<file path="src/rtl/qrng_sample_ctrl_if.sv">
// Qubit measurement req/ack link plus the random-word valid/ready stream.
// master = sequencer side, slave = MCU link / word consumer side.
interface qrng_sample_ctrl_if #(
  parameter int WORD_W = 8
);
  logic              meas_req;
  logic              meas_ack;
  logic              meas_bit;
  logic [WORD_W-1:0] out_data;
  logic              out_valid;
  logic              out_ready;

  modport master (
    output meas_req, out_data, out_valid,
    input  meas_ack, meas_bit, out_ready
  );

  modport slave (
    input  meas_req, out_data, out_valid,
    output meas_ack, meas_bit, out_ready
  );
endinterface

</file>
<file path="src/rtl/qrng_sample_ctrl.sv">
// Requests qubit measurements, tallies outcomes, packs bits MSB-first into words; word valid 2 cycles after final ack.
// out_valid/out_data hold while out_ready is low with no new requests; QRNG_VON_NEUMANN_EN adds pair debiasing.
module qrng_sample_ctrl #(
  parameter int WORD_W  = 8,
  parameter int CNT_W   = 16,
  parameter int TIMEOUT = 255
) (
  input  logic               clk,
  input  logic               rst,
  input  logic               enable,
  qrng_sample_ctrl_if.master bus,
  output logic [CNT_W-1:0]   zero_cnt,
  output logic [CNT_W-1:0]   one_cnt,
  output logic               timeout_err,
  output logic               busy
);

  localparam int          BC_W       = $clog2(WORD_W + 1);
  localparam logic [15:0] TIMER_LAST = 16'(TIMEOUT - 1);

  typedef enum logic [1:0] {S_IDLE, S_WAIT, S_PROC, S_OUT} state_t;

  state_t            state_q, state_d;
  logic [15:0]       timer_q, timer_d;
  logic [BC_W-1:0]   bit_cnt_q, bit_cnt_d;
  logic [WORD_W-1:0] word_q, word_d;
  logic [WORD_W-1:0] out_data_q, out_data_d;
  logic              bit_q, bit_d;
  logic [CNT_W-1:0]  zero_cnt_q, zero_cnt_d;
  logic [CNT_W-1:0]  one_cnt_q, one_cnt_d;
  logic              timeout_err_q, timeout_err_d;
  logic              busy_q, busy_d;
`ifdef QRNG_VON_NEUMANN_EN
  logic              pair_q, pair_d;
  logic              half_q, half_d;
`endif

  logic              shift_en;
  logic              shift_bit;

  always_comb begin
    state_d       = state_q;
    timer_d       = timer_q;
    bit_cnt_d     = bit_cnt_q;
    word_d        = word_q;
    out_data_d    = out_data_q;
    bit_d         = bit_q;
    zero_cnt_d    = zero_cnt_q;
    one_cnt_d     = one_cnt_q;
    timeout_err_d = timeout_err_q;
`ifdef QRNG_VON_NEUMANN_EN
    pair_d        = pair_q;
    half_d        = half_q;
`endif
    shift_en      = 1'b0;
    shift_bit     = bit_q;

    case (state_q)
      S_IDLE: begin
        if (enable) begin
          state_d = S_WAIT;
          timer_d = '0;
        end
      end

      S_WAIT: begin
        if (bus.meas_ack) begin
          bit_d   = bus.meas_bit;
          state_d = S_PROC;
        end else if (timer_q == TIMER_LAST) begin
          // Partial word survives a timeout; only a half-pair is dropped.
          timeout_err_d = 1'b1;
          state_d       = S_IDLE;
`ifdef QRNG_VON_NEUMANN_EN
          pair_d        = 1'b0;
`endif
        end else begin
          timer_d = timer_q + 16'd1;
        end
      end

      S_PROC: begin
        if (bit_q) begin
          if (one_cnt_q != '1) one_cnt_d = one_cnt_q + CNT_W'(1);
        end else begin
          if (zero_cnt_q != '1) zero_cnt_d = zero_cnt_q + CNT_W'(1);
        end

`ifdef QRNG_VON_NEUMANN_EN
        // The first bit of an unequal pair is the unbiased output.
        if (!pair_q) begin
          pair_d = 1'b1;
          half_d = bit_q;
        end else begin
          pair_d    = 1'b0;
          shift_en  = (half_q != bit_q);
          shift_bit = half_q;
        end
`else
        shift_en  = 1'b1;
        shift_bit = bit_q;
`endif

        if (shift_en) begin
          word_d    = {word_q[WORD_W-2:0], shift_bit};
          bit_cnt_d = bit_cnt_q + BC_W'(1);
        end

        if (shift_en && (bit_cnt_q == BC_W'(WORD_W - 1))) begin
          out_data_d = word_d;
          bit_cnt_d  = '0;
          state_d    = S_OUT;
        end else if (enable) begin
          state_d = S_WAIT;
          timer_d = '0;
        end else begin
          state_d = S_IDLE;
        end
      end

      S_OUT: begin
        if (bus.out_ready) begin
          if (enable) begin
            state_d = S_WAIT;
            timer_d = '0;
          end else begin
            state_d = S_IDLE;
          end
        end
      end

      default: state_d = S_IDLE;
    endcase

    busy_d = (state_d != S_IDLE);
  end

  always_ff @(posedge clk) begin
    if (rst) begin
      state_q       <= S_IDLE;
      timer_q       <= '0;
      bit_cnt_q     <= '0;
      word_q        <= '0;
      out_data_q    <= '0;
      bit_q         <= 1'b0;
      zero_cnt_q    <= '0;
      one_cnt_q     <= '0;
      timeout_err_q <= 1'b0;
      busy_q        <= 1'b0;
`ifdef QRNG_VON_NEUMANN_EN
      pair_q        <= 1'b0;
      half_q        <= 1'b0;
`endif
    end else begin
      state_q       <= state_d;
      timer_q       <= timer_d;
      bit_cnt_q     <= bit_cnt_d;
      word_q        <= word_d;
      out_data_q    <= out_data_d;
      bit_q         <= bit_d;
      zero_cnt_q    <= zero_cnt_d;
      one_cnt_q     <= one_cnt_d;
      timeout_err_q <= timeout_err_d;
      busy_q        <= busy_d;
`ifdef QRNG_VON_NEUMANN_EN
      pair_q        <= pair_d;
      half_q        <= half_d;
`endif
    end
  end

  assign bus.meas_req  = (state_q == S_WAIT);
  assign bus.out_valid = (state_q == S_OUT);
  assign bus.out_data  = out_data_q;
  assign zero_cnt      = zero_cnt_q;
  assign one_cnt       = one_cnt_q;
  assign timeout_err   = timeout_err_q;
  assign busy          = busy_q;

endmodule

</file>
<file path="src/flat_wrapper.sv">
// flat-port wrapper written by rule: the top's interface ports become plain ports
module qrng_sample_ctrl_flat 
#(
  parameter int WORD_W  = 8,
  parameter int CNT_W   = 16,
  parameter int TIMEOUT = 255
)
  (clk, rst, enable, zero_cnt, one_cnt, timeout_err, busy, bus_meas_req, bus_out_data, bus_out_valid, bus_meas_ack, bus_meas_bit, bus_out_ready);
  qrng_sample_ctrl_if #(.WORD_W(WORD_W)) bus_i ();
  input  logic clk;
  input  logic rst;
  input  logic enable;
  output logic [CNT_W-1:0] zero_cnt;
  output logic [CNT_W-1:0] one_cnt;
  output logic timeout_err;
  output logic busy;
  output wire logic [$bits(bus_i.meas_req)-1:0] bus_meas_req;
  output wire logic [$bits(bus_i.out_data)-1:0] bus_out_data;
  output wire logic [$bits(bus_i.out_valid)-1:0] bus_out_valid;
  input wire logic [$bits(bus_i.meas_ack)-1:0] bus_meas_ack;
  input wire logic [$bits(bus_i.meas_bit)-1:0] bus_meas_bit;
  input wire logic [$bits(bus_i.out_ready)-1:0] bus_out_ready;
  assign bus_meas_req = bus_i.meas_req;
  assign bus_out_data = bus_i.out_data;
  assign bus_out_valid = bus_i.out_valid;
  assign bus_i.meas_ack = bus_meas_ack;
  assign bus_i.meas_bit = bus_meas_bit;
  assign bus_i.out_ready = bus_out_ready;
  qrng_sample_ctrl #(.WORD_W(WORD_W), .CNT_W(CNT_W), .TIMEOUT(TIMEOUT)) u_core (.clk(clk), .rst(rst), .enable(enable), .bus(bus_i), .zero_cnt(zero_cnt), .one_cnt(one_cnt), .timeout_err(timeout_err), .busy(busy));
endmodule
</file>
<file path="config.mk">
export PLATFORM = sky130hd
export DESIGN_NAME = qrng_sample_ctrl_flat
export DESIGN_NICKNAME = d
export VERILOG_FILES = /design/src/rtl/qrng_sample_ctrl_if.sv /design/src/rtl/qrng_sample_ctrl.sv /design/src/flat_wrapper.sv
export SDC_FILE = /design/constraint.sdc
export NUM_CORES = 1
export LEC_CHECK = 0
export CAP_MARGIN = 20
export CORE_MARGIN = 2
export CORE_UTILIZATION = 45
export CTS_CLUSTER_DIAMETER = 200
export DETAILED_ROUTE_END_ITERATION = 8
export GPL_TIMING_DRIVEN = 0
export PLACE_DENSITY = 0.65
export SYNTH_ARGS = -nofsm -noshare
export SYNTH_HDL_FRONTEND = slang
export SYNTH_SLANG_ARGS = --single-unit
export TNS_END_PERCENT = 50
</file>
<file path="constraint.sdc">
create_clock -name clk -period 3.2 [get_ports clk]
set_clock_uncertainty 0.05 [all_clocks]
set_input_delay 0.32 -clock clk [delete_from_list [all_inputs] [get_ports clk]]
set_output_delay 0.32 -clock clk [all_outputs]
set_load 0.03 [all_outputs]
</file>
==> metrics.md <==
| Metric | Value |
|---|---|
| Status | `finished, final reports clean` |
| # clock sinks | `72` |
| Ys Warns | `0` |
| Synth cell types | `42` |
| Clk root buf | `clkbuf_8` |
| CP endpoint kind | `output pin` |
| Die width | `90.3 um` |
| CTS Buffer Depth | `2` |
| GP Congestion | `0.886` |
| Reg-to-Reg Start | `u_core.timer_q[0]$_SDFFE_PP0P_` |
| Area Growth Syn to Fin | `24.4%` |
| Ys async rst share | `0` |
| Initial core utilization | `0.465` |
| Final Total Pwr | `approximately 1.8 mW` |
| DIE HEIGHT | `between 90 and 100 um` |
| Number of cell rows | `31` |
| First-pass GRT wire length | `roughly 14000 um` |
| H-tree Lvls | `3` |
| Final Instance Area | `4170 um^2` |
| Worst-Margin Slew | `roughly 0.68 ns` |
| Post-synth EDFFs | `0` |
| Max-cap violation count | `0` |
| Worst path arrival time | `between 2 and 2.5 ns` |
| Crit path max fanout | `10` |
| Leak | `1.42 nW` |
| Avg Inst Size Synth | `~8.3 um^2` |
| Yosys reg bits | `between 70 and 80` |
| Syn nets | `416` |
| Worst Slack Setup Final | `0.795 ns` |
| Mapped Area | `3350 um^2` |
| CTS tree | `yes` |
| Min-Delay Path Class | `reg -> reg` |
| RSZ-0062 raised after global routing | `no` |
| Fin crit share | `0.751` |
| Vias post-DR | `roughly 3100` |
| # setup viols final | `0` |
| Core region area | `roughly 7200 um^2` |
| Final hold vios | `0` |
| Hold Crit Start | `u_core.bus.out_data[4]$_SDFFE_PP0P_` |
| Vias per inst | `5.46` |
| Gr usage total | `0.206` |
| Cell count after synthesis | `around 410` |
| Num CTS Buffers | `9` |
| Routed wire length | `slightly above 8000 um` |
| Initial DRT Pass Iterations | `4` |
| Antenna viol nets, final | `0` |
| Detailed-route DRC error count | `0` |
| Cell Area, Placed | `about 4000 um^2` |
| Required @ worst endpoint | `2.83 ns` |
| Util after Layout | `0.578` |
| Initial antenna violation count | `0` |
| Number of global-route vias before repair | `2897` |
| Power per cell area | `420 nW/um^2` |
| Post-DP HPWL | `5620 um` |
| Period minus WS final | `between 2 and 2.5 ns` |
| Largest net degree at the start of global routing | `14` |
| PostCTS Resize Cnt | `0` |
| Final Max Tran Viols | `0` |
| Crit path from | `u_core.state_q[0]$_SDFF_PP0_` |
| Reg clk slew, reported paths | `0.08 ns` |
| Place WS | `0.794 ns` |
| Final TNS setup | `0 ns` |
| Share of cells above drive strength 1 | `0.0553` |
| Skew-Pair Late Insertion Delay | `approximately 0.35 ns` |
| Post-CTS setup buffer count | `0` |
| I/O Buffers | `49` |
| Main synth FF type | `dfxtp_1` |
| Ports | `50` |
| Routed wire per std cell | `~14 um` |
| Final #Nets | `about 480` |
| WS Path Type | `reg -> out` |
| Setup crit start kind | `flip-flop` |
| # diodes | `0` |
| Die area | `8150 um^2` |
| Hold Buf Count CTS | `0` |
| Gr ovfl total | `0` |
| Sequential fraction of the synthesis area | `0.430` |
| Fmax | `416 MHz` |
| VDD IR max | `208 uV` |
| Initial DRC count | `145` |
| Relative slew slack | `0.544` |
==> path summary, 6_finish.rpt <==
| path | endpoint | slack (ns) | depth (start not counted) |
|---|---|---|---|
| setup / recovery | bus_meas_req | 0.80 | 3 |
| hold reg to reg | u_core.bus.out_data[4]$_SDFFE_PP0P_ | 0.40 | 2 |
| hold / removal | u_core.bus.out_data[4]$_SDFFE_PP0P_ | 0.40 | 2 |
| setup reg to reg | u_core.timer_q[9]$_SDFFE_PP0P_ | 0.97 | 7 |
==> stage by stage <==
| step | std cells | hold slack (ns) |
|---|---|---|
| after floorplan | 405 | 0.347 |
| after global placement | 553 | 0.392 |
| after detailed placement | 553 | 0.396 |
| after CTS | 569 | 0.408 |
| after global routing | 569 | 0.435 |
| final | 569 | 0.404 |
==> cell usage after synthesis, drive strengths merged (2+ instances only) <==
library cell,n,area (um^2)
dfxtp,72,1440
nand2,47,176
nor2,44,165
a21oi,38,194
o21ai,23,115
xor2,23,201
clkbuf,13,48.8
nand4,13,81.3
nand3,12,60.1
and3,11,68.8
inv,9,33.8
nor3,9,45.0
o211ai,8,60.1
and4,7,61.3
nor4,7,43.8
or3,7,43.8
a31oi,6,37.5
nand4b,6,52.6
a211oi,5,37.5
ha,5,62.6
o2111ai,5,43.8
xnor2,5,43.8
and2,4,25.0
buf,4,18.8
or2,3,18.8
mux2i,2,20.0
nor2b,2,12.5
nor4b,2,17.5
or4,2,15.0
==> routing by layer <==
metal  track usage  wire, um
met2         0.314      3540
met5             0         0
met3        0.0484       378
met1         0.283      4050
met4        0.0769       137
==> report_power, final <==
group / internal [mW] / total (mW) / switching [mW]
clock network: 0.384 / 0.748 / 0.364
registers: 0.901 / 0.908 / 0.00702
logic: 0.0348 / 0.0984 / 0.0635
total: 1.32 / 1.75 / 0.435
==> registers in the layout (all words and copies together), names as in the netlist <==
name / count
u_core.timeout_err: 1
u_core.state_q: 2
u_core.busy: 1
u_core.bit_q: 1
u_core.one_cnt: 16
u_core.bit_cnt_q: 4
u_core.timer_q: 16
u_core.zero_cnt: 16
u_core.bus.out_data: 8
u_core.word_q: 7
==> cell families (layout without fill, tap and decap cells) <==
logic type / after synthesis / count (layout) / synth area share
and+or+nand+nor: 182 / 182 / 0.282
buffers and inverters: 26 / 91 / 0.0302
muxes: 2 / 2 / 0.00597
xor gates and xnor gates: 28 / 28 / 0.0732
adders and majority gates: 5 / 5 / 0.0187
DFF: 72 / 72 / 0.430
AOI/OAI and AO/OA: 90 / 90 / 0.160
==> cell usage in the layout, fill, tap and decap left out, types with 2 or more instances in the layout <==
cell,synthesis,final
xnor2_1,5,5
dfxtp_1,72,72
or4_1,2,2
nor2_1,44,44
or3_1,7,7
clkbuf_8,0,10
inv_1,9,9
nor2b_1,2,2
o2111ai_1,5,5
nor4b_1,2,2
a31oi_1,6,6
or2_2,3,3
nand4b_1,6,6
and2_1,4,4
nor3_1,9,9
buf_2,3,3
clkbuf_1,13,13
ha_1,5,5
o211ai_1,8,8
nand4_1,13,13
xor2_1,23,23
a21oi_1,37,37
clkdlybuf4s50_1,0,49
mux2i_1,2,2
clkinvlp_4,0,2
and3_1,11,11
nand2_1,47,47
nand3_1,12,12
and4_1,7,7
a211oi_1,5,5
o21ai_0,23,23
nor4_1,7,7
==> worst max-delay path: stages (launching register included) <==
cell	delay, ns
dfxtp_1	0.49
or2b_1	0.35
inv_1	0.16
clkdlybuf4s50_1	0.69
==> final cells by class <==
cell class | count | area, um^2
Tap cell | 99 | 124
Clock inverter | 6 | 67.6
Timing Repair Buffer | 49 | 490
Buffer | 17 | 67.6
Clock buffer | 10 | 138
Fill cell | 723 | 3040
Sequential cell | 72 | 1440
Inverter | 9 | 33.8
Multi-Input combinational cell | 307 | 1810
No activity file was read; power rests on OpenSTA's default activity.
